**src/rtl/disp_sched_pkg.sv**
```systemverilog
// Shared types and constants for the display channel scheduler.
// Holds the FSM state encoding, channel count and a lowest-channel helper.
package disp_sched_pkg;

    localparam int NCH   = 8;
    localparam int SEL_W = 3;

    typedef enum logic [1:0] {
        IDLE  = 2'd0,
        SEND  = 2'd1,
        DWELL = 2'd2
    } state_e;

    // Lowest set bit of the mask; 0 when the mask is empty.
    function automatic logic [SEL_W-1:0] lowest_ch(input logic [NCH-1:0] m);
        logic [SEL_W-1:0] r;
        r = '0;
        for (int i = NCH - 1; i >= 0; i--) begin
            if (m[i]) r = SEL_W'(i);
        end
        return r;
    endfunction

endpackage

```
**src/rtl/disp_next_ch.sv**
```systemverilog
// Rotate-priority finder: next enabled channel strictly above cur, wrapping.
// Ports: cur (current channel), mask (enables) -> nxt, wrapped (nxt <= cur).
module disp_next_ch
    import disp_sched_pkg::*;
(
    input  logic [SEL_W-1:0] cur,
    input  logic [NCH-1:0]   mask,
    output logic [SEL_W-1:0] nxt,
    output logic             wrapped
);

    logic             found;
    logic [SEL_W-1:0] idx;

    // Offset NCH lands back on cur, so a lone enabled channel re-selects itself.
    always_comb begin
        nxt     = cur;
        found   = 1'b0;
        idx     = '0;
        wrapped = 1'b0;
        for (int i = 1; i <= NCH; i++) begin
            idx = cur + SEL_W'(i);
            if (!found && mask[idx]) begin
                nxt   = idx;
                found = 1'b1;
            end
        end
        wrapped = found && (nxt <= cur);
    end

endmodule

```
**src/rtl/disp_chan_sched.sv**
```systemverilog
// Channel sequencer for the 8-channel display mux (auto rotate / manual).
// Ports: clk, rst (async high), en_in, mode, man_sel, ch_mask, dwell,
//   upd_ready, [pause when DISP_SCHED_PAUSE_EN] -> Test, EN, upd_valid, wrap.
module disp_chan_sched
    import disp_sched_pkg::*;
#(
    parameter int DWELL_W = 24
) (
    input  logic               clk,
    input  logic               rst,
`ifdef DISP_SCHED_PAUSE_EN
    input  logic               pause,
`endif
    input  logic               en_in,
    input  logic               mode,
    input  logic [SEL_W-1:0]   man_sel,
    input  logic [NCH-1:0]     ch_mask,
    input  logic [DWELL_W-1:0] dwell,
    input  logic               upd_ready,
    output logic [SEL_W-1:0]   Test,
    output logic               EN,
    output logic               upd_valid,
    output logic               wrap
);

    state_e             state_q;
    logic [SEL_W-1:0]   test_q;
    logic               en_q;
    logic               valid_q;
    logic               wrap_q;
    logic [DWELL_W-1:0] cnt_q;

    logic [SEL_W-1:0]   nxt_d;
    logic               wrapped_d;
    logic [DWELL_W-1:0] dwell_d;
    logic               hold_d;

`ifdef DISP_SCHED_PAUSE_EN
    assign hold_d = pause;
`else
    assign hold_d = 1'b0;
`endif

    // A dwell of zero behaves like one cycle.
    assign dwell_d = (dwell == '0) ? DWELL_W'(1) : dwell;

    disp_next_ch u_next (
        .cur     (test_q),
        .mask    (ch_mask),
        .nxt     (nxt_d),
        .wrapped (wrapped_d)
    );

    always_ff @(posedge clk or posedge rst) begin
        if (rst) begin
            state_q <= IDLE;
            test_q  <= '0;
            en_q    <= 1'b0;
            valid_q <= 1'b0;
            wrap_q  <= 1'b0;
            cnt_q   <= '0;
        end else begin
            wrap_q <= 1'b0;
            unique case (state_q)
                IDLE: begin
                    if (en_in && (mode || (ch_mask != '0))) begin
                        test_q  <= mode ? man_sel : lowest_ch(ch_mask);
                        valid_q <= 1'b1;
                        en_q    <= 1'b1;
                        state_q <= SEND;
                    end
                end
                // Inputs other than upd_ready are ignored until the transfer.
                SEND: begin
                    if (upd_ready) begin
                        valid_q <= 1'b0;
                        cnt_q   <= dwell_d;
                        state_q <= DWELL;
                    end
                end
                DWELL: begin
                    if (!en_in || (!mode && (ch_mask == '0))) begin
                        en_q    <= 1'b0;
                        state_q <= IDLE;
                    end else if (mode) begin
                        if (!hold_d && (man_sel != test_q)) begin
                            test_q  <= man_sel;
                            valid_q <= 1'b1;
                            state_q <= SEND;
                        end
                    end else if (!hold_d) begin
                        if (cnt_q <= DWELL_W'(1)) begin
                            test_q  <= nxt_d;
                            wrap_q  <= wrapped_d;
                            valid_q <= 1'b1;
                            state_q <= SEND;
                        end else begin
                            cnt_q <= cnt_q - DWELL_W'(1);
                        end
                    end
                end
                default: begin
                    en_q    <= 1'b0;
                    valid_q <= 1'b0;
                    state_q <= IDLE;
                end
            endcase
        end
    end

    assign Test      = test_q;
    assign EN        = en_q;
    assign upd_valid = valid_q;
    assign wrap      = wrap_q;

endmodule
```
**config.mk**
```make
export PLATFORM = sky130hd
export DESIGN_NAME = disp_chan_sched
export DESIGN_NICKNAME = d
export VERILOG_FILES = /design/src/rtl/disp_sched_pkg.sv /design/src/rtl/disp_next_ch.sv /design/src/rtl/disp_chan_sched.sv
export SDC_FILE = /design/constraint.sdc
export NUM_CORES = 1
export LEC_CHECK = 0
export ABC_AREA = 0
export BUFFER_PORTS_ARGS = -buffer_cell sky130_fd_sc_hd__buf_2
export CAP_MARGIN = 5
export CORE_MARGIN = 3
export CORE_UTILIZATION = 64
export CTS_BUF_LIST = sky130_fd_sc_hd__clkbuf_8
export DETAILED_ROUTE_END_ITERATION = 16
export GPL_TIMING_DRIVEN = 0
export PLACE_DENSITY = 0.88
export SLEW_MARGIN = 40
export SYNTH_ARGS = -nofsm -noshare
export SYNTH_HDL_FRONTEND = slang
export SYNTH_SLANG_ARGS = --single-unit
```
**constraint.sdc**
```tcl
create_clock -name clk -period 14 [get_ports clk]
set_clock_uncertainty 0.2 [all_clocks]
set_input_delay 1.4 -clock clk [delete_from_list [all_inputs] [get_ports clk]]
set_output_delay 1.4 -clock clk [all_outputs]
set_load 0.1 [all_outputs]
```
==> impl_metrics.ini, run 1 <==
[clocking]
cts_buffers = 5
hold_buffers = 0
clock_latency_ns = 0.29
htreeDepth = 2
cts_setup_buffers = 0
cts.clk_slew.worst_paths_ns = 0.07
cts.sinks = 32
cts_tree = yes
ctsResizeCount = 0
cts-root-buf = clkbuf_8
clock_path_buffers = 2

[critical_path]
cp.depth = 15
r2r_start = Test[1]$_DFFE_PP0P_
crit_arrival_ns = 5.12
path_cells = clkbuf_1 -> inv_1 -> ha_1 -> clkbuf_1 -> mux4_2 -> mux2_2 -> nor4_2 -> o21ai_0 -> a221oi_1 -> o21a_1 -> ha_1 -> a21o_1 -> a21oi_1 -> a31oi_1 -> nor4bb_1
cp_top_family = buffers and inverters
startpoint = Test[1]$_DFFE_PP0P_
endpoint_kind = flip-flop
rr_worst_depth = 15
cp_max_fo = 10
slowest_stage = mux4_2
timing.critical_path.buf_inv = 3
crit_path_start_kind = flip-flop
crit_type = reg -> reg
crit_path_max_incr_delay_ns = 0.65
required_ns = 13.99

[outcome]
status = complete, no violations

[pwr]
power_density_nw_per_um2 = 234.4
vdd_drop_max_v = 0.0001153
power.leakage_nw = 1.344

[yosys]
synth_cells = 365
ys_seq_area_frac = 0.2663
syn-cell-area_sq_um = 3007
synth-async-reset-ratio = 1.000
synth-main-ff-cell = dfrtp_1
synth_cell_type_count = 66
ys_warn_count = 0
avgSynthCellArea_sq_um = 8.237
synth-seq-cells = 32
synth.net_count = 412
synth_edf_count = 0

[timing]
worst_slew_margin_rel = 0.5253
finalCriticalPeriod_ns = 5.133
rsz0062_at_grt = no
final_max_slew_viol_count = 0
tightest_slew_ns = 0.7110
hold_violations = 0
setup_viol = 0
period_share = 0.3666
setup_total_negative_slack_ns = 0
fmax_mhz = 194.8

[routing]
vias = 3284
dr.pass1.iters = 5
ant_nets = 0
routed_wirelength_mm = 8.597
drc_errors = 0
wl_per_cell_um = 18.33
drt_iter0_drc = 281
vias_per_cell = 7.002

[layout]
final_util = 0.7610
fin_nets = 463
seq_area_sq_um = 800.8
layout-drive-gt1-share = 0.2110
multiInputGateArea_sq_um = 2048
diodes = 0
area_growth_syn_to_layout_pct = 12.48
n_fill_cell = 330

[job]
cap_violations = 0

[min_path]
holdPathStages = 1
min-delay-start = upd_valid$_DFFE_PP0P_
hp-class = reg -> reg

[placed_design]
dpl.hpwl_mm = 6.354
port_buffers = 44
gp_congestion = 1.032

[global_route]
grt_pass1_wl_mm = 13.78
grt_start_max_net_pins = 33
antenna_found_initial = 0
grt-ovfl-total = 0
track_usage = 0.3232
first_global_vias = 2978

[floorplanning]
die_x_um = 74.54
num_rows = 24
coreArea_sq_um = 4444
die_h_um = 74.54
pin_count = 46
start_util = 0.6765
die-area_sq_um = 5556
layout make-up:
| cell class | count | share of cell area |
|---|---|---|
| multi-input combinational | 298 | 0.6056 |
| sequential | 32 | 0.2368 |
| inverter | 14 | 0.01554 |
| clock buffer | 6 | 0.02442 |
| timing repair buffer | 44 | 0.06511 |
| buffer | 21 | 0.03108 |
| clock inverter | 2 | 0.002220 |
| tap | 52 | 0.01924 |
state kept, by name, indices dropped and copies added, names as in the netlist:
register,cells
cnt_q,24
Test,3
state_q,2
EN,1
upd_valid,1
wrap,1
power by group:
| part | switching, mW | internal [mW] | total [mW] |
|---|---|---|---|
| registers | 0.0495 | 0.134 | 0.184 |
| clock network | 0.0342 | 0.0386 | 0.0728 |
| logic | 0.328 | 0.208 | 0.536 |
| total | 0.412 | 0.381 | 0.793 |
synth_stat cells, types with 7 or more instances:
master	number	share of area
a21oi_1	28	0.047
a22oi_1	8	0.020
clkbuf_1	12	0.015
dfrtp_1	32	0.27
ha_1	7	0.029
inv_1	13	0.016
mux2_2	7	0.026
mux4_2	9	0.067
nand2_1	26	0.032
nor2_1	40	0.050
nor3_1	19	0.032
nor4_1	14	0.029
o21ai_0	31	0.052
o22ai_1	7	0.015
routing by layer:
metal  wire (um)  vias up  part of all wire  track usage
met2        4304      216              0.50       0.5629
met1        3206     1540              0.37       0.3846
met5           0        -                 0            0
met3         808       35             0.094      0.06757
met4         279        0             0.032       0.1383
li1            -     1493                 -            -
placed cells by master, fill, tap and decap left out, types with 12 or more instances in the layout:
cell	instances
nor3_1	19
buf_2	50
o21ai_0	31
clkbuf_1	12
nor2_1	40
nor4_1	14
inv_1	14
nand2_1	26
dfrtp_1	32
a21oi_1	28
worst paths after layout:
path | endpoint | slack, ns
setup reg to reg | wrap$_DFF_PP0_ | 8.87
max in group asynchronous | cnt_q[17]$_DFFE_PP0P_ | 12.12
hold / removal | upd_valid$_DFFE_PP0P_ | 0.27
hold reg to reg | upd_valid$_DFFE_PP0P_ | 0.27
min in group asynchronous | cnt_q[15]$_DFFE_PP0P_ | 1.03
setup / recovery | wrap$_DFF_PP0_ | 8.87
metrics by stage:
stage               setup WS, ns  hold slack (ns)  instances  cell area, sq um  power [mW]
floorplan                  8.989           0.2605        365              3007      0.5960
finish                     8.867           0.2717        469              3382      0.7926
CTS                        8.903           0.2757        469              3382      0.7825
detailed placement         8.906           0.2606        461              3292      0.7070
global route               8.566           0.2953        469              3382      0.8526
global placement           9.021           0.2569        461              3292      0.6902
kinds of logic after synthesis:
group | after synthesis | share of synthesized area
flip-flops | 32 | 0.2663
multiplexers | 22 | 0.1136
buffers and inverters | 35 | 0.05243
adder cells (fa/ha/maj) | 8 | 0.03246
AND/OR/NAND/NOR | 140 | 0.2472
XOR/XNOR | 7 | 0.02039
AO/OA/AOI/OAI | 121 | 0.2676
Power figures use the tool's default switching activity.
==> run 2, diff against run 1 <==
Settings changed: CORE_UTILIZATION 64 to 54, PLACE_DENSITY 0.88 to 0.79.
Clock period 14 ns to 4.1 ns, I/O delays scaled along.
==> impl_metrics.ini, run 2 (same netlist as run 1, synthesis figures left out) <==
[outcome]
status = complete, no violations

[timing]
final_max_slew_viol_count = 0
worst_slew_margin_rel = 0.4853
tightest_slew_ns = 0.7650
period_share = 0.9718
setup_viol = 0
fmax_mhz = 251.0
hold_violations = 0
hold_slack_ns = 0.01891
finalCriticalPeriod_ns = 3.984

[layout]
mostFrequentLayoutCells = buf_2 (49), nor2_1 (39), o21ai_0 (31)
area_growth_syn_to_layout_pct = 21.97
diodes = 0
fin_nets = 473
largest_reg_flops = 24
mostFrequentLayoutCell = buf_2
layout-drive-gt1-share = 0.2834
largest-register = cnt_q
final_util = 0.7002
final_cell_count_no_fill = 497

[global_route]
grt_start_max_net_pins = 33
grt-ovfl-total = 0
antenna_found_initial = 0
track_usage = 0.2925
grt_pass1_wl_mm = 14.75
first_global_vias = 2941

[pwr]
net-switching-power_mw = 1.662
power.leakage_nw = 1.433
swShare = 0.5116
vdd_drop_max_v = 0.0006514
seq_power_share = 0.192
power_density_nw_per_um2 = 886.1
intPower_mw = 1.587
clkPwrFrac = 0.081
combPwrFrac = 0.726

[clocking]
clock_latency_ns = 0.30
cts.clk_slew.worst_paths_ns = 0.08
cts_buffers = 5
htreeDepth = 2
cts_tree = yes
cts.sinks = 32
hold_buffers = 0
clock_path_buffers = 2
cts-root-buf = clkbuf_8

[critical_path]
rr_endpoint = wrap$_DFF_PP0_
cp_max_fo = 6
crit_type = reg -> reg
rr_worst_depth = 15
required_ns = 4.09
crit_arrival_ns = 3.97
r2r_slack_ns = 0.12
crit_path_start_kind = flip-flop
endpoint_kind = flip-flop
r2r_start = Test[0]$_DFFE_PP0P_

[placed_design]
dpl.hpwl_mm = 6.589
port_buffers = 44
gp_congestion = 0.9173
dp_cells = 479

[routing]
wl_per_cell_um = 18.85
vias = 3321
vias_per_cell = 6.682
drt_iter0_drc = 332
ant_nets = 0
routed_wirelength_mm = 9.369
drc_errors = 0
dr.pass1.iters = 6

[floorplanning]
die_x_um = 80.62
pin_count = 46
die-area_sq_um = 6499
die_h_um = 80.62
num_rows = 26
start_util = 0.5741
coreArea_sq_um = 5238

[min_path]
hp-class = in -> async

[job]
cap_violations = 0
==> run 2: through the flow <==
step           setup WS, ns  cell area (sq um)  total power, mW  setup TNS [ns]
6_report             0.1156               3667            3.250               0
3_5_place_dp        -0.5115               3416            2.609         -0.5115
2_1_floorplan      -0.04841               3108            2.189        -0.04841
4_1_cts             0.03885               3580            3.025               0
5_1_grt            -0.05061               3667            3.448        -0.05061
3_3_place_gp        -0.3539               3416            2.557         -0.3539
==> run 2: cell type report <==
type                    count  area (sq um)
clock inverters             2         11.26
clock buffers               6         82.58
inverters                  14         57.56
flip-flops and latches     32         808.3
well taps                  70         87.58
repair buffers             58         337.8
plain buffers              17         97.59
fillers                   457          1570
multi-input cells         298          2185
==> run 2: per-layer routing <==
metal / share of wire / global-route usage / routed length [um]
met1: 0.44 / 0.4394 / 4089
met2: 0.45 / 0.4396 / 4215
met3: 0.094 / 0.04484 / 882
met4: 0.019 / 0.06588 / 182
met5: 0 / 0 / 0
==> run 2: worst max-delay path, stage by stage, from the launching register on <==
cell and delay [ns]:
dfrtp_4 0.44, buf_12 0.12, inv_6 0.03, ha_4 0.32, mux4_2 0.60, mux2_4 0.32, or3_4 0.43, buf_12 0.15
nor2_4 0.11, nand3_2 0.10, o21a_1 0.14, ha_1 0.28, a21o_1 0.17, a21oi_2 0.11, a31oi_1 0.06, nor4bb_2 0.29
==> run 2: timing repair <==
action | 4_1_cts | 5_1_grt
resized for setup | 5 | 8
hold endpoints to repair | 0 | 0
setup buffers | 9 | 5
pin swaps | 5 | 7
endpoints found under the setup margin | 1 | 1
==> run 2: how the worst max path moves through the flow <==
stage | startpoint | endpoint | slack, ns | cells after the start
after floorplan | Test[0]$_DFFE_PP0P_ | wrap$_DFF_PP0_ | -0.05 | 16
after global placement | Test[0]$_DFFE_PP0P_ | wrap$_DFF_PP0_ | -0.35 | 16
after detailed placement | Test[0]$_DFFE_PP0P_ | wrap$_DFF_PP0_ | -0.51 | 16
after CTS | Test[0]$_DFFE_PP0P_ | wrap$_DFF_PP0_ | 0.04 | 14
after global routing | Test[0]$_DFFE_PP0P_ | wrap$_DFF_PP0_ | -0.05 | 14
final | Test[0]$_DFFE_PP0P_ | wrap$_DFF_PP0_ | 0.12 | 15
==> run 2: power by group through the flow <==
stage | Clock [mW] | Sequential (mW) | Combinational [mW]
2_1_floorplan | 0 | 0.767 | 1.42
3_3_place_gp | 0 | 0.628 | 1.93
3_5_place_dp | 0 | 0.635 | 1.97
4_1_cts | 0.264 | 0.615 | 2.15
5_1_grt | 0.278 | 0.647 | 2.52
6_report | 0.264 | 0.625 | 2.36
==> run 3, diff against run 2 <==
==> constraint.sdc (replaced) <==
create_clock -name clk -period 4.1 [get_ports clk]
set_clock_uncertainty 0.2 [all_clocks]
set_input_delay 0.205 -clock clk [delete_from_list [all_inputs] [get_ports clk]]
set_output_delay 0.205 -clock clk [all_outputs]
set_load 0.1 [all_outputs]
==> impl_metrics.ini, run 3 (same netlist as run 1, synthesis figures left out) <==
[global_route]
antenna_found_initial = 0
grt_start_max_net_pins = 33
grt-ovfl-total = 0
grt_pass1_wl_mm = 14.76
first_global_vias = 2941
track_usage = 0.2930

[timing]
hold_violations = 0
worst_slew_margin_rel = 0.4782
setup_viol = 0
setup_total_negative_slack_ns = 0
tightest_slew_ns = 0.7755
period_share = 0.9692
final_max_slew_viol_count = 0
fmax_mhz = 251.7
finalCriticalPeriod_ns = 3.974

[pwr]
intPower_mw = 1.588
seq_power_share = 0.193
combPwrFrac = 0.727
clkPwrFrac = 0.081
power_density_nw_per_um2 = 882.0
power.leakage_nw = 1.442
vdd_drop_max_v = 0.0006517
net-switching-power_mw = 1.664
swShare = 0.5116

[clocking]
cts_tree = yes
cts.sinks = 32
cts-root-buf = clkbuf_8
cts_buffers = 5
clock_latency_ns = 0.29
htreeDepth = 2
cts.clk_slew.worst_paths_ns = 0.07
clock_path_buffers = 2

[routing]
vias_per_cell = 6.677
ant_nets = 0
routed_wirelength_mm = 9.383
vias = 3332
wl_per_cell_um = 18.80
drc_errors = 0
dr.pass1.iters = 5
drt_iter0_drc = 365

[layout]
fin_nets = 475
largest-register = cnt_q
stdcell_area_sq_um = 3687
mostFrequentLayoutCell = buf_2
area_growth_syn_to_layout_pct = 22.64
diodes = 0
largest_reg_flops = 24
layout-drive-gt1-share = 0.2821
mostFrequentLayoutCells = buf_2 (49), nor2_1 (39), o21ai_0 (31)

[floorplanning]
num_rows = 26
die_x_um = 80.62
start_util = 0.5741
die-area_sq_um = 6499
pin_count = 46
die_h_um = 80.62
coreArea_sq_um = 5238

[outcome]
status = complete, no violations

[min_path]
hp-class = in -> reg

[placed_design]
postPlaceCellArea_sq_um = 3416
gp_congestion = 0.9173
port_buffers = 44
dpl.hpwl_mm = 6.589

[critical_path]
endpoint_kind = flip-flop
required_ns = 4.08
critical-path-top-cell-by-count = buf_12
r2r_slack_ns = 0.13
crit_arrival_ns = 3.96
crit_type = reg -> reg
crit_path_start_kind = flip-flop
slowest_stage = mux4_2
path_cells = buf_12 -> inv_6 -> ha_4 -> mux4_2 -> mux2_4 -> or3_4 -> buf_12 -> nor2_4 -> nand3_2 -> o21a_1 -> ha_1 -> a21o_1 -> a21oi_2 -> a31oi_1 -> nor4bb_2
cp_max_fo = 6
crit_path_max_incr_delay_ns = 0.60

[job]
cap_violations = 0
-- run 3: path summary, 6_finish.rpt --
check,to,start,cells after the start
setup / recovery,wrap$_DFF_PP0_,Test[0]$_DFFE_PP0P_,15
hold / removal,state_q[1]$_DFFE_PP0P_,upd_ready,3
setup reg to reg,wrap$_DFF_PP0_,Test[0]$_DFFE_PP0P_,15
hold reg to reg,upd_valid$_DFFE_PP0P_,upd_valid$_DFFE_PP0P_,1
max in group asynchronous,Test[1]$_DFFE_PP0P_,rst,3
min in group asynchronous,cnt_q[0]$_DFFE_PP0P_,rst,3
-- run 3: cell type report --
| class | instances | area [sq um] |
|---|---|---|
| buffer | 17 | 97.59 |
| clock buffer | 6 | 82.58 |
| clock inverter | 2 | 11.26 |
| fill | 455 | 1550 |
| inverter | 14 | 57.56 |
| multi-input combinational | 298 | 2185 |
| sequential | 32 | 808.3 |
| tap | 70 | 87.58 |
| timing repair buffer | 60 | 357.8 |
-- run 3: through the flow --
stage | util | setup WS (ns) | hold slack (ns) | power, mW | instances
6_report | 0.7040 | 0.1264 | 0.01817 | 3.252 | 499
5_1_grt | 0.7040 | -0.05061 | 0.01922 | 3.450 | 499
4_1_cts | 0.6873 | 0.03885 | 0.01782 | 3.027 | 495
3_5_place_dp | 0.6522 | -0.5115 | 0.1565 | 2.609 | 479
3_3_place_gp | 0.6522 | -0.3539 | 0.2613 | 2.557 | 479
2_1_floorplan | - | -0.04841 | 0.1212 | 2.189 | 365
-- run 3: critical path, delay by kind of cell (launching register included) --
kind            cells  cell delay (ns)
simple gates        4             0.93
flops               1             0.44
buf+inv             3             0.30
fa+ha+maj           2             0.59
compound gates      4             0.48
mux                 2             0.92
-- run 3: power groups by stage --
stage | sequential (mW) | combinational, mW | clock, mW
2_1_floorplan | 0.767 | 1.42 | 0
3_3_place_gp | 0.628 | 1.93 | 0
3_5_place_dp | 0.635 | 1.97 | 0
4_1_cts | 0.615 | 2.15 | 0.264
5_1_grt | 0.647 | 2.52 | 0.278
6_report | 0.627 | 2.36 | 0.263
-- run 3: routing by layer --
layer,global-route usage,up-vias,share of wire
li1,-,1522,-
met1,0.4401,1565,0.44
met2,0.4404,224,0.45
met3,0.04484,21,0.096
met4,0.06588,0,0.018
met5,0,-,0
-- run 3: repair_timing --
| item | in CTS | in global routing |
|---|---|---|
| hold buffers | 2 | 0 |
| buffers inserted | 9 | 5 |
| endpoints found under the setup margin | 1 | 1 |
| cloned | 0 | 0 |
| endpoints found under the hold margin | 33 | 0 |
| resized for setup | 5 | 8 |
| pin swaps | 5 | 7 |
